[config.mk]
export PLATFORM = sky130hd
export DESIGN_NAME = vga_timing_flat
export DESIGN_NICKNAME = d
export VERILOG_FILES = /design/src/rtl/vga_timing_pkg.sv /design/src/rtl/vga_timing_if.sv /design/src/rtl/vga_timing_span_counter.sv /design/src/rtl/vga_timing.sv /design/src/flat_wrapper.sv
export SDC_FILE = /design/constraint.sdc
export NUM_CORES = 1
export LEC_CHECK = 0
export ABC_AREA = 1
export CAP_MARGIN = 20
export CORE_MARGIN = 2
export CORE_UTILIZATION = 50
export CTS_BUF_LIST = sky130_fd_sc_hd__clkbuf_8
export DETAILED_ROUTE_END_ITERATION = 6
export HOLD_SLACK_MARGIN = 0.1
export PLACE_DENSITY = 0.81
export REMOVE_ABC_BUFFERS = 1
export SETUP_SLACK_MARGIN = 0.5
export SLEW_MARGIN = 20
export SYNTH_ARGS = -nofsm -noshare
export SYNTH_HDL_FRONTEND = slang
export SYNTH_HIERARCHICAL = 1
export SYNTH_SLANG_ARGS = --single-unit
[constraint.sdc]
create_clock -name clk -period 3.1 [get_ports clk]
set_clock_uncertainty 0.15 [all_clocks]
set_input_delay 0.62 -clock clk [delete_from_list [all_inputs] [get_ports clk]]
set_output_delay 0.62 -clock clk [all_outputs]
set_load 0.01 [all_outputs]
[src/rtl/vga_timing_pkg.sv]
// Shared types and default 800x600@72 Hz (50 MHz pixel clock) timings for the
// raster generator and its consumers.
package vga_pkg;

    typedef logic signed [10:0] coord_t;

    typedef struct packed {
        int active;
        int fp;
        int sync;
        int bp;
    } timing_t;

    localparam int H_ACTIVE = 800;
    localparam int H_FP     = 56;
    localparam int H_SYNC   = 120;
    localparam int H_BP     = 64;
    localparam int V_ACTIVE = 600;
    localparam int V_FP     = 37;
    localparam int V_SYNC   = 6;
    localparam int V_BP     = 23;

    localparam timing_t DEF_H = '{active: H_ACTIVE, fp: H_FP, sync: H_SYNC, bp: H_BP};
    localparam timing_t DEF_V = '{active: V_ACTIVE, fp: V_FP, sync: V_SYNC, bp: V_BP};

    function automatic int span_total(input timing_t t);
        return t.active + t.fp + t.sync + t.bp;
    endfunction

endpackage

[src/rtl/vga_timing_if.sv]
// Raster timing bundle: pixel-advance enable in, coordinates and strobes out.
interface vga_timing_if;
    import vga_pkg::*;

    logic   en;
    coord_t spotX;
    coord_t spotY;
    logic   hs;
    logic   vs;
    logic   blank;
    logic   line_start;
    logic   frame_start;

    modport master (
        input  en,
        output spotX, spotY, hs, vs, blank, line_start, frame_start
    );

    modport slave (
        output en,
        input  spotX, spotY, hs, vs, blank, line_start, frame_start
    );

endinterface

[src/rtl/vga_timing_span_counter.sv]
// Signed wrap counter: counts LO..HI on each step, o_wrap flags the -1 -> 0 step.
module span_counter
    import vga_pkg::*;
#(
    parameter int LO = -184,
    parameter int HI = 855
) (
    input  logic   clk,
    input  logic   reset_n,
    input  logic   i_step,
    output coord_t o_value,
    output coord_t o_next,
    output logic   o_wrap
);

    localparam coord_t C_LO     = coord_t'(LO);
    localparam coord_t C_HI     = coord_t'(HI);
    localparam coord_t C_MINUS1 = -11'sd1;

    coord_t r_value;
    coord_t w_next;

    // next count: wrap from the top of the span into the negative porch/sync region
    always_comb begin
        w_next = r_value;
        if (i_step) begin
            if (r_value == C_HI) begin
                w_next = C_LO;
            end else begin
                w_next = r_value + 11'sd1;
            end
        end else begin
            w_next = r_value;
        end
    end

    // count register
    always_ff @(posedge clk or negedge reset_n) begin
        if (!reset_n) begin
            r_value <= 11'sd0;
        end else begin
            r_value <= w_next;
        end
    end

    assign o_value = r_value;
    assign o_next  = w_next;
    assign o_wrap  = i_step && (r_value == C_MINUS1);

endmodule

[src/rtl/vga_timing.sv]
// Raster timing generator with signed spotX/spotY. Define VGA_TIMING_LOOKAHEAD_EN
// to delay all strobes one clock behind the coordinates.
module vga_timing
    import vga_pkg::*;
#(
    parameter int   HACTIVE = H_ACTIVE,
    parameter int   HFP     = H_FP,
    parameter int   HSYNC   = H_SYNC,
    parameter int   HBP     = H_BP,
    parameter int   VACTIVE = V_ACTIVE,
    parameter int   VFP     = V_FP,
    parameter int   VSYNC   = V_SYNC,
    parameter int   VBP     = V_BP,
    parameter logic HS_POL  = 1'b1,
    parameter logic VS_POL  = 1'b1
) (
    input  logic            clk,
    input  logic            reset_n,
    vga_timing_if.master    bus
);

    if ((HACTIVE + HFP - 1 > 1023) || (HSYNC + HBP > 1024) ||
        (VACTIVE + VFP - 1 > 1023) || (VSYNC + VBP > 1024)) begin : g_param_check
        $fatal(1, "vga_timing: timing does not fit the 11-bit signed coordinate range");
    end

    localparam coord_t C_ZERO   = 11'sd0;
    localparam coord_t HS_START = coord_t'(-(HSYNC + HBP));
    localparam coord_t HS_END   = coord_t'(-HBP);
    localparam coord_t VS_START = coord_t'(-(VSYNC + VBP));
    localparam coord_t VS_END   = coord_t'(-VBP);
    localparam coord_t H_ACT    = coord_t'(HACTIVE);
    localparam coord_t V_ACT    = coord_t'(VACTIVE);

    coord_t w_h_value, w_h_next, w_v_value, w_v_next;
    logic   w_h_wrap, w_v_wrap;
    logic   w_hs, w_vs, w_blank;
    logic   r_hs, r_vs, r_blank, r_line, r_frame;

    span_counter #(.LO(-(HSYNC + HBP)), .HI(HACTIVE + HFP - 1)) u_h_cnt (
        .clk     (clk),
        .reset_n (reset_n),
        .i_step  (bus.en),
        .o_value (w_h_value),
        .o_next  (w_h_next),
        .o_wrap  (w_h_wrap)
    );

    // the line counter advances exactly when spotX wraps into 0
    span_counter #(.LO(-(VSYNC + VBP)), .HI(VACTIVE + VFP - 1)) u_v_cnt (
        .clk     (clk),
        .reset_n (reset_n),
        .i_step  (w_h_wrap),
        .o_value (w_v_value),
        .o_next  (w_v_next),
        .o_wrap  (w_v_wrap)
    );

    // decode strobes from the next-state counters so they register alongside spotX/spotY
    always_comb begin
        w_hs    = ~HS_POL;
        w_vs    = ~VS_POL;
        w_blank = 1'b0;
        if ((w_h_next >= HS_START) && (w_h_next < HS_END)) begin
            w_hs = HS_POL;
        end else begin
            w_hs = ~HS_POL;
        end
        if ((w_v_next >= VS_START) && (w_v_next < VS_END)) begin
            w_vs = VS_POL;
        end else begin
            w_vs = ~VS_POL;
        end
        w_blank = (w_h_next < C_ZERO) || (w_h_next >= H_ACT) ||
                  (w_v_next < C_ZERO) || (w_v_next >= V_ACT);
    end

    // strobe registers; pulses are qualified by the step itself so en=0 clears them
    always_ff @(posedge clk or negedge reset_n) begin
        if (!reset_n) begin
            r_hs    <= ~HS_POL;
            r_vs    <= ~VS_POL;
            r_blank <= 1'b0;
            r_line  <= 1'b0;
            r_frame <= 1'b0;
        end else begin
            r_hs    <= w_hs;
            r_vs    <= w_vs;
            r_blank <= w_blank;
            r_line  <= w_h_wrap;
            r_frame <= w_v_wrap;
        end
    end

    assign bus.spotX = w_h_value;
    assign bus.spotY = w_v_value;

`ifdef VGA_TIMING_LOOKAHEAD_EN
    logic r_hs_d, r_vs_d, r_blank_d, r_line_d, r_frame_d;

    // extra strobe stage for colour generators that register one clock after sampling
    always_ff @(posedge clk or negedge reset_n) begin
        if (!reset_n) begin
            r_hs_d    <= ~HS_POL;
            r_vs_d    <= ~VS_POL;
            r_blank_d <= 1'b0;
            r_line_d  <= 1'b0;
            r_frame_d <= 1'b0;
        end else begin
            r_hs_d    <= r_hs;
            r_vs_d    <= r_vs;
            r_blank_d <= r_blank;
            r_line_d  <= r_line;
            r_frame_d <= r_frame;
        end
    end

    assign bus.hs          = r_hs_d;
    assign bus.vs          = r_vs_d;
    assign bus.blank       = r_blank_d;
    assign bus.line_start  = r_line_d;
    assign bus.frame_start = r_frame_d;
`else
    assign bus.hs          = r_hs;
    assign bus.vs          = r_vs;
    assign bus.blank       = r_blank;
    assign bus.line_start  = r_line;
    assign bus.frame_start = r_frame;
`endif

endmodule
[src/flat_wrapper.sv]
// flat-port wrapper written by rule: the top's interface ports become plain ports
module vga_timing_flat import vga_pkg::*;
#(
    parameter int   HACTIVE = H_ACTIVE,
    parameter int   HFP     = H_FP,
    parameter int   HSYNC   = H_SYNC,
    parameter int   HBP     = H_BP,
    parameter int   VACTIVE = V_ACTIVE,
    parameter int   VFP     = V_FP,
    parameter int   VSYNC   = V_SYNC,
    parameter int   VBP     = V_BP,
    parameter logic HS_POL  = 1'b1,
    parameter logic VS_POL  = 1'b1
)
  (clk, reset_n, bus_en, bus_spotX, bus_spotY, bus_hs, bus_vs, bus_blank, bus_line_start, bus_frame_start);
  vga_timing_if bus_i ();
  input  logic clk;
  input  logic reset_n;
  input wire logic [$bits(bus_i.en)-1:0] bus_en;
  output wire logic [$bits(bus_i.spotX)-1:0] bus_spotX;
  output wire logic [$bits(bus_i.spotY)-1:0] bus_spotY;
  output wire logic [$bits(bus_i.hs)-1:0] bus_hs;
  output wire logic [$bits(bus_i.vs)-1:0] bus_vs;
  output wire logic [$bits(bus_i.blank)-1:0] bus_blank;
  output wire logic [$bits(bus_i.line_start)-1:0] bus_line_start;
  output wire logic [$bits(bus_i.frame_start)-1:0] bus_frame_start;
  assign bus_i.en = bus_en;
  assign bus_spotX = bus_i.spotX;
  assign bus_spotY = bus_i.spotY;
  assign bus_hs = bus_i.hs;
  assign bus_vs = bus_i.vs;
  assign bus_blank = bus_i.blank;
  assign bus_line_start = bus_i.line_start;
  assign bus_frame_start = bus_i.frame_start;
  vga_timing #(.HACTIVE(HACTIVE), .HFP(HFP), .HSYNC(HSYNC), .HBP(HBP), .VACTIVE(VACTIVE), .VFP(VFP), .VSYNC(VSYNC), .VBP(VBP), .HS_POL(HS_POL), .VS_POL(VS_POL)) u_core (.clk(clk), .reset_n(reset_n), .bus(bus_i));
endmodule
==> results of run 1 <==
state kept, by name, summed over array words and instances (netlist names):
signal and count:
u_core/bus.blank 1, u_core/bus.hs 1, u_core/u_h_cnt/o_value 11, u_core/bus.line_start 1, u_core/bus.vs 1, u_core/bus.frame_start 1, u_core/u_v_cnt/o_value 11
worst max-delay path, stage by stage (launching register included):
cell	delay, ns
dfrtp_1	0.41
ha_1	0.25
nand3_1	0.14
nor2_4	0.13
nand4_1	0.13
inv_2	0.13
nand2_2	0.12
nor2_4	0.17
nand4_1	0.13
nand2_1	0.10
nand2_1	0.08
or2_0	0.23
a21oi_2	0.11
nand2_1	0.06
what timing repair did:
action	in CTS	in global routing
resized for setup	3	10
buffers inserted	2	3
pin swaps	2	5
cloned	1	0
setup endpoints to repair	2	2
layout make-up:
cell class	instances	area [µm²]
well taps	33	41.3
multi-input cells	155	790
clock inverters	1	5.00
clock buffers	3	41.3
flip-flops and latches	27	676
repair buffers	37	353
fillers	264	970
inverters	34	128
stage by stage:
step	instance area, µm²	std cells	hold WS [ns]
after detailed placement	1900	280	0.381
after CTS	1970	287	0.402
after floorplan	1540	215	0.174
final	2030	290	0.403
after global routing	2030	290	0.432
after global placement	1900	280	0.371
logic make-up (layout without fill, tap and decap cells):
group / count (synthesis) / in the layout / synth area share, %
AND/OR/NAND/NOR: 137 / 138 / 39.4
buffers and inverters: 35 / 75 / 8.71
flip-flops: 27 / 27 / 43.5
AO/OA/AOI/OAI: 9 / 9 / 3.14
XOR/XNOR: 5 / 5 / 2.82
adder cells (fa/ha/maj): 3 / 3 / 2.42
layer usage:
layer,track usage (%),up-vias
met5,0,-
met4,7.30,0
met3,3.46,2
met2,33.9,40
met1,33.7,714
li1,-,751
power breakdown:
group          switching (µW)  internal, µW  total (µW)
Clock                     108          90.0         198
Sequential               77.8           392         469
Combinational             143           128         271
placed cells by master (no fill, tap or decap), types with 5 or more instances in the layout:
cell / netlist / final
nand2_1: 66 / 65
inv_1: 33 / 32
clkdlybuf4s50_1: 0 / 28
dfrtp_1: 27 / 27
nor2_1: 27 / 24
nand3_1: 19 / 17
buf_4: 1 / 8
nand4_1: 6 / 6
a21oi_1: 6 / 5
nand3_2: 2 / 5
xor2_1: 5 / 5
final timing paths:
| path | to | slack (ns) | from | cells past startpoint |
|---|---|---|---|---|
| setup / recovery | u_core/bus.blank$_DFF_PN0_ | 0.67 | u_core/u_h_cnt/o_value[1]$_DFF_PN0_ | 13 |
| hold / removal | u_core/u_h_cnt/o_value[0]$_DFF_PN0_ | 0.40 | u_core/u_h_cnt/o_value[0]$_DFF_PN0_ | 2 |
| setup reg to reg | u_core/bus.blank$_DFF_PN0_ | 0.67 | u_core/u_h_cnt/o_value[1]$_DFF_PN0_ | 13 |
| hold reg to reg | u_core/u_h_cnt/o_value[0]$_DFF_PN0_ | 0.40 | u_core/u_h_cnt/o_value[0]$_DFF_PN0_ | 2 |
| max in group asynchronous | u_core/bus.vs$_DFF_PN0_ | 1.98 | reset_n | 2 |
| min in group asynchronous | u_core/u_h_cnt/o_value[0]$_DFF_PN0_ | 0.56 | reset_n | 2 |
==> impl_metrics.yaml, run 1 <==
setup_path:
  path_class: "register to register"
  cp_data_required_time_ns: 3.12
  arrival_ns: 2.45
  worstSetupStartpointType: "register"
  crit_path_end_kind: "register"
  critical_path_peak_fanout: 4
clock_tree:
  clockBufferDepth: 2
  cts_hold_buf: 0
  clk_latency_ns: 0.27
  cts_sinks: 27
  cts_tree: "done"
  clkSlewWorstSetupHoldPaths_ns: 0.09
  numCtsBuffers: 3
  cts.htree.levels: 1
  root_buffer: "clkbuf_8"
drt:
  drt-pass1-iter-count: 4
  vias: 1507
  drc: 0
  first_iter_violations: 100
  via_per_inst: 5.20
  wl_um: 3840
  drtAntennaViolNets: 0
  wl_met3_um: 174
  met2RoutedLength_um: 1880
  highest_layer: "met4"
  wl_met1_um: 1760
  wl_per_cell_um: 13.2
timing:
  layout_setup_ws_ns: 0.667
  maxSlewHeadroom_pct: 75.3
  finalSetupViolCount: 0
  fin_crit_ns: 2.43
  tightest_slew_ns: 0.367
  max_freq_ghz: 0.411
  slew_viol_final: 0
  hold_viol_final: 0
  rsz0062_at_grt: "false"
  setup_tns_ns: 0
  min_period_over_period_pct: 78.5
floorplanning:
  die_h_um: 59.7
  num_rows: 20
  initial_core_util_pct: 51.7
  dieArea_um2: 3560
  ioPinCount: 30
  die_x_um: 59.7
  design.core.area_um2: 3000
place:
  hpwl_um: 2550
  dp_slack_ns: 0.105
  portBuffers: 29
  gp_congestion: 0.831
cells_and_area:
  syn_to_final_growth_pct: 31.0
  postLayoutCoreUtil_pct: 67.7
  fin_nets: 264
  drive_gt1_share_pct: 13.2
  diodes: 0
pwr:
  leakage_uw: 0.00104
  powerDensity_nw_per_um2: 462
  ir_drop_mv: 0.366
  power.total_uw: 939
yosys:
  async_flop_share_pct: 100
  ys_types: 23
  yosysSeqAreaShare_pct: 43.5
  yosys_register_bits: 27
  synth_edf_count: 0
  synth.most_common_cell: "nand2_1"
  synthCells: 216
  avgSynthCellArea_um2: 7.18
  syn_area_um2: 1550
  yosysTopAreaCellShare_pct: 43.5
  synth_warnings: 6
  synth_largest_area_cell: "dfrtp_1"
  synthTopCellsByArea: "dfrtp_1 44%, nand2_1 16%, inv_1 8.0%"
  ys.flop_type: "dfrtp_1"
  yosys-top-cells-count: "66 x nand2_1, 33 x inv_1, 27 x dfrtp_1, 27 x nor2_1, 19 x nand3_1"
flow_run:
  drv_cap: 0
global_routing:
  grt_pass1_wl_um: 6190
  grt_antenna_before_repair: 0
  grt_overflow_total: 0
  grt.total_usage_pct: 22.7
  grt_pass1_vias: 1383
  grt_max_degree: 28
worst_hold_path:
  hp-class: "register to register"
run_status:
  run_status: "finished clean"
(Power assumes the default switching activity.)
==> inputs of run 2 (changes only) <==
--- a/config.mk
+++ b/config.mk
@@ -8,11 +8,11 @@
 export ABC_AREA = 1
 export CAP_MARGIN = 20
 export CORE_MARGIN = 2
-export CORE_UTILIZATION = 50
+export CORE_UTILIZATION = 48
 export CTS_BUF_LIST = sky130_fd_sc_hd__clkbuf_8
 export DETAILED_ROUTE_END_ITERATION = 6
 export HOLD_SLACK_MARGIN = 0.1
-export PLACE_DENSITY = 0.81
+export PLACE_DENSITY = 0.82
 export REMOVE_ABC_BUFFERS = 1
 export SETUP_SLACK_MARGIN = 0.5
 export SLEW_MARGIN = 20
==> constraint.sdc (replaced) <==
create_clock -name clk -period 2.1 [get_ports clk]
set_clock_uncertainty 0.15 [all_clocks]
set_input_delay 0.42 -clock clk [delete_from_list [all_inputs] [get_ports clk]]
set_output_delay 0.42 -clock clk [all_outputs]
set_load 0.01 [all_outputs]
==> run 2 against run 1 <==
Net effect:
- the flow now finishes with violations (setup timing)
- final area grew 32%
- fmax shrank 5.1%
- sequential share of layout area shrank 7.8 points
- cell count grew 22%
- sequential power grew 37%
- power grew 110%
- register-to-register slack lost 1.1 ns
- flip-flop and latch count is the same
- combinational power grew to 3.6 times the previous value
- largest power group is now combinational logic
==> impl_metrics.yaml, run 2 (same netlist as run 1, synthesis figures left out) <==
clock_tree:
  cts.htree.levels: 1
  clockBufferDepth: 2
  root_buffer: "clkbuf_8"
  cts_tree: "done"
  clkSlewWorstSetupHoldPaths_ns: 0.09
  clk_latency_ns: 0.28
  numCtsBuffers: 3
  cts_hold_buf: 0
  cts_sinks: 27
place:
  hpwl_um: 2940
  gp_congestion: 0.868
  portBuffers: 29
cells_and_area:
  fin_nets: 317
  layout_commonest_cell: "nand2_1"
  diodes: 0
  drive_gt1_share_pct: 41.9
  syn_to_final_growth_pct: 72.3
  postLayoutCoreUtil_pct: 87.6
  final_cell_mix: "57 x nand2_1, 44 x buf_4, 30 x inv_1, 23 x dfrtp_1, 22 x buf_6"
global_routing:
  grt_antenna_before_repair: 0
  grt.total_usage_pct: 28.9
  grt_pass1_vias: 1707
  grt_overflow_total: 0
  grt_max_degree: 28
  grt_pass1_wl_um: 7800
floorplanning:
  die_h_um: 60.9
  design.core.area_um2: 3050
  initial_core_util_pct: 50.8
  dieArea_um2: 3700
  num_rows: 20
  die_x_um: 60.9
  ioPinCount: 30
setup_path:
  timing.rr.start: "u_core/u_h_cnt/o_value[0]$_DFF_PN0_"
  arrival_ns: 2.57
  cp_data_required_time_ns: 2.11
  worstRegToRegCells: 17
  worst_path_largest_cell_delay_ns: 0.39
  cp_num_cells: 17
  cp_cell_sequence: "ha_2, nand3_4, nor2_4, nand4_1, inv_2, nand2_4, buf_6, nor2_2, nand3_1, nand2_1, nor2_2, nand2_1, inv_1, nand2_1, nand2_1, nand2_1, nand2_1"
  r2r_setup_slack_ns: -0.46
  path_class: "register to register"
  timing.rr.end: "u_core/bus.blank$_DFF_PN0_"
  critPathLaunch: "u_core/u_h_cnt/o_value[0]$_DFF_PN0_"
  endpoint: "u_core/bus.blank$_DFF_PN0_"
  crit_path_top_delay_cell: "dfrtp_1"
  crit_path_end_kind: "register"
  worst_path_dominant_cell_family: "simple AND/OR/NAND/NOR gates"
  worstSetupStartpointType: "register"
  crit_top_cell: "nand2_1"
  cp_num_buf_inv: 3
  critical_path_peak_fanout: 5
flow_run:
  drv_cap: 0
run_status:
  violations: "setup timing"
  run_status: "complete, but fails checks"
drt:
  first_iter_violations: 290
  drt-pass1-iter-count: 6
  drtAntennaViolNets: 0
  via_per_inst: 5.82
  drc: 0
  wl_per_cell_um: 19.2
  vias: 2059
  wl_um: 6790
worst_hold_path:
  hp-class: "primary input to asynchronous set/reset pin"
timing:
  tightest_slew_ns: 0.367
  min_period_over_period_pct: 122
  slew_viol_final: 0
  rsz0062_at_grt: "true"
  hold_viol_final: 0
  max_freq_ghz: 0.390
  finalSetupViolCount: 7
  fin_crit_ns: 2.56
  setup_tns_ns: -1.28
  maxSlewHeadroom_pct: 75.5
  layout_setup_ws_ns: -0.464
pwr:
  ir_drop_mv: 0.689
  leakage_uw: 0.00141
  powerDensity_nw_per_um2: 721
  power.total_uw: 1930
## run 2: what timing repair did
action	in CTS	in global routing
resized for setup	100	49
pin swaps	24	27
setup endpoints to repair	43	33
cloned	1	0
setup buffers	23	14
## run 2: worst min-delay path by stage
stage,start,endpoint,slack [ns],cells after the start
global route,reset_n,u_core/u_v_cnt/o_value[5]$_DFF_PN0_,0.41,2
global placement,u_core/u_v_cnt/o_value[10]$_DFF_PN0_,u_core/bus.frame_start$_DFF_PN0_,0.41,2
finish,reset_n,u_core/u_h_cnt/o_value[8]$_DFF_PN0_,0.37,2
CTS,reset_n,u_core/u_v_cnt/o_value[8]$_DFF_PN0_,0.37,2
detailed placement,u_core/u_v_cnt/o_value[10]$_DFF_PN0_,u_core/bus.frame_start$_DFF_PN0_,0.42,2
floorplan,reset_n,u_core/bus.blank$_DFF_PN0_,-0.03,0
## run 2: layout make-up
class | instances | area, µm²
clock buffer | 3 | 41.3
clock inverter | 1 | 3.75
fill | 137 | 379
inverter | 34 | 130
multi-input combinational | 155 | 992
sequential | 27 | 681
tap | 44 | 55.1
timing repair buffer | 90 | 771
## run 2: routing by layer
| metal | global-route usage (%) | vias up | share of wire, % |
|---|---|---|---|
| met1 | 37.6 | 944 | 35 |
| met5 | 0 | - | 0 |
| met2 | 49.0 | 199 | 47 |
| met4 | 11.2 | 0 | 5.9 |
| met3 | 3.62 | 49 | 12 |
| li1 | - | 867 | - |
## run 2: through the flow
stage,instance area (µm²),hold WS (ns),instances,setup slack [ns]
after floorplan,1540,-0.0256,215,-0.215
after global placement,2070,0.413,312,-0.551
after detailed placement,2070,0.416,312,-0.599
after CTS,2400,0.374,340,-0.170
after global routing,2670,0.411,354,-0.485
final,2670,0.373,354,-0.464
## run 2: worst reg2reg max path: cells and delay by family (launching register included)
family | cells | cell delay, ns
DFF | 1 | 0.39
adders and majority gates | 1 | 0.22
and+or+nand+nor | 13 | 1.31
buffers and inverters | 3 | 0.37
## run 2: report_power, final
group / total (µW) / switching (µW) / internal [µW]
logic: 984 / 495 / 488
clock network: 303 / 172 / 131
registers: 641 / 62.2 / 579
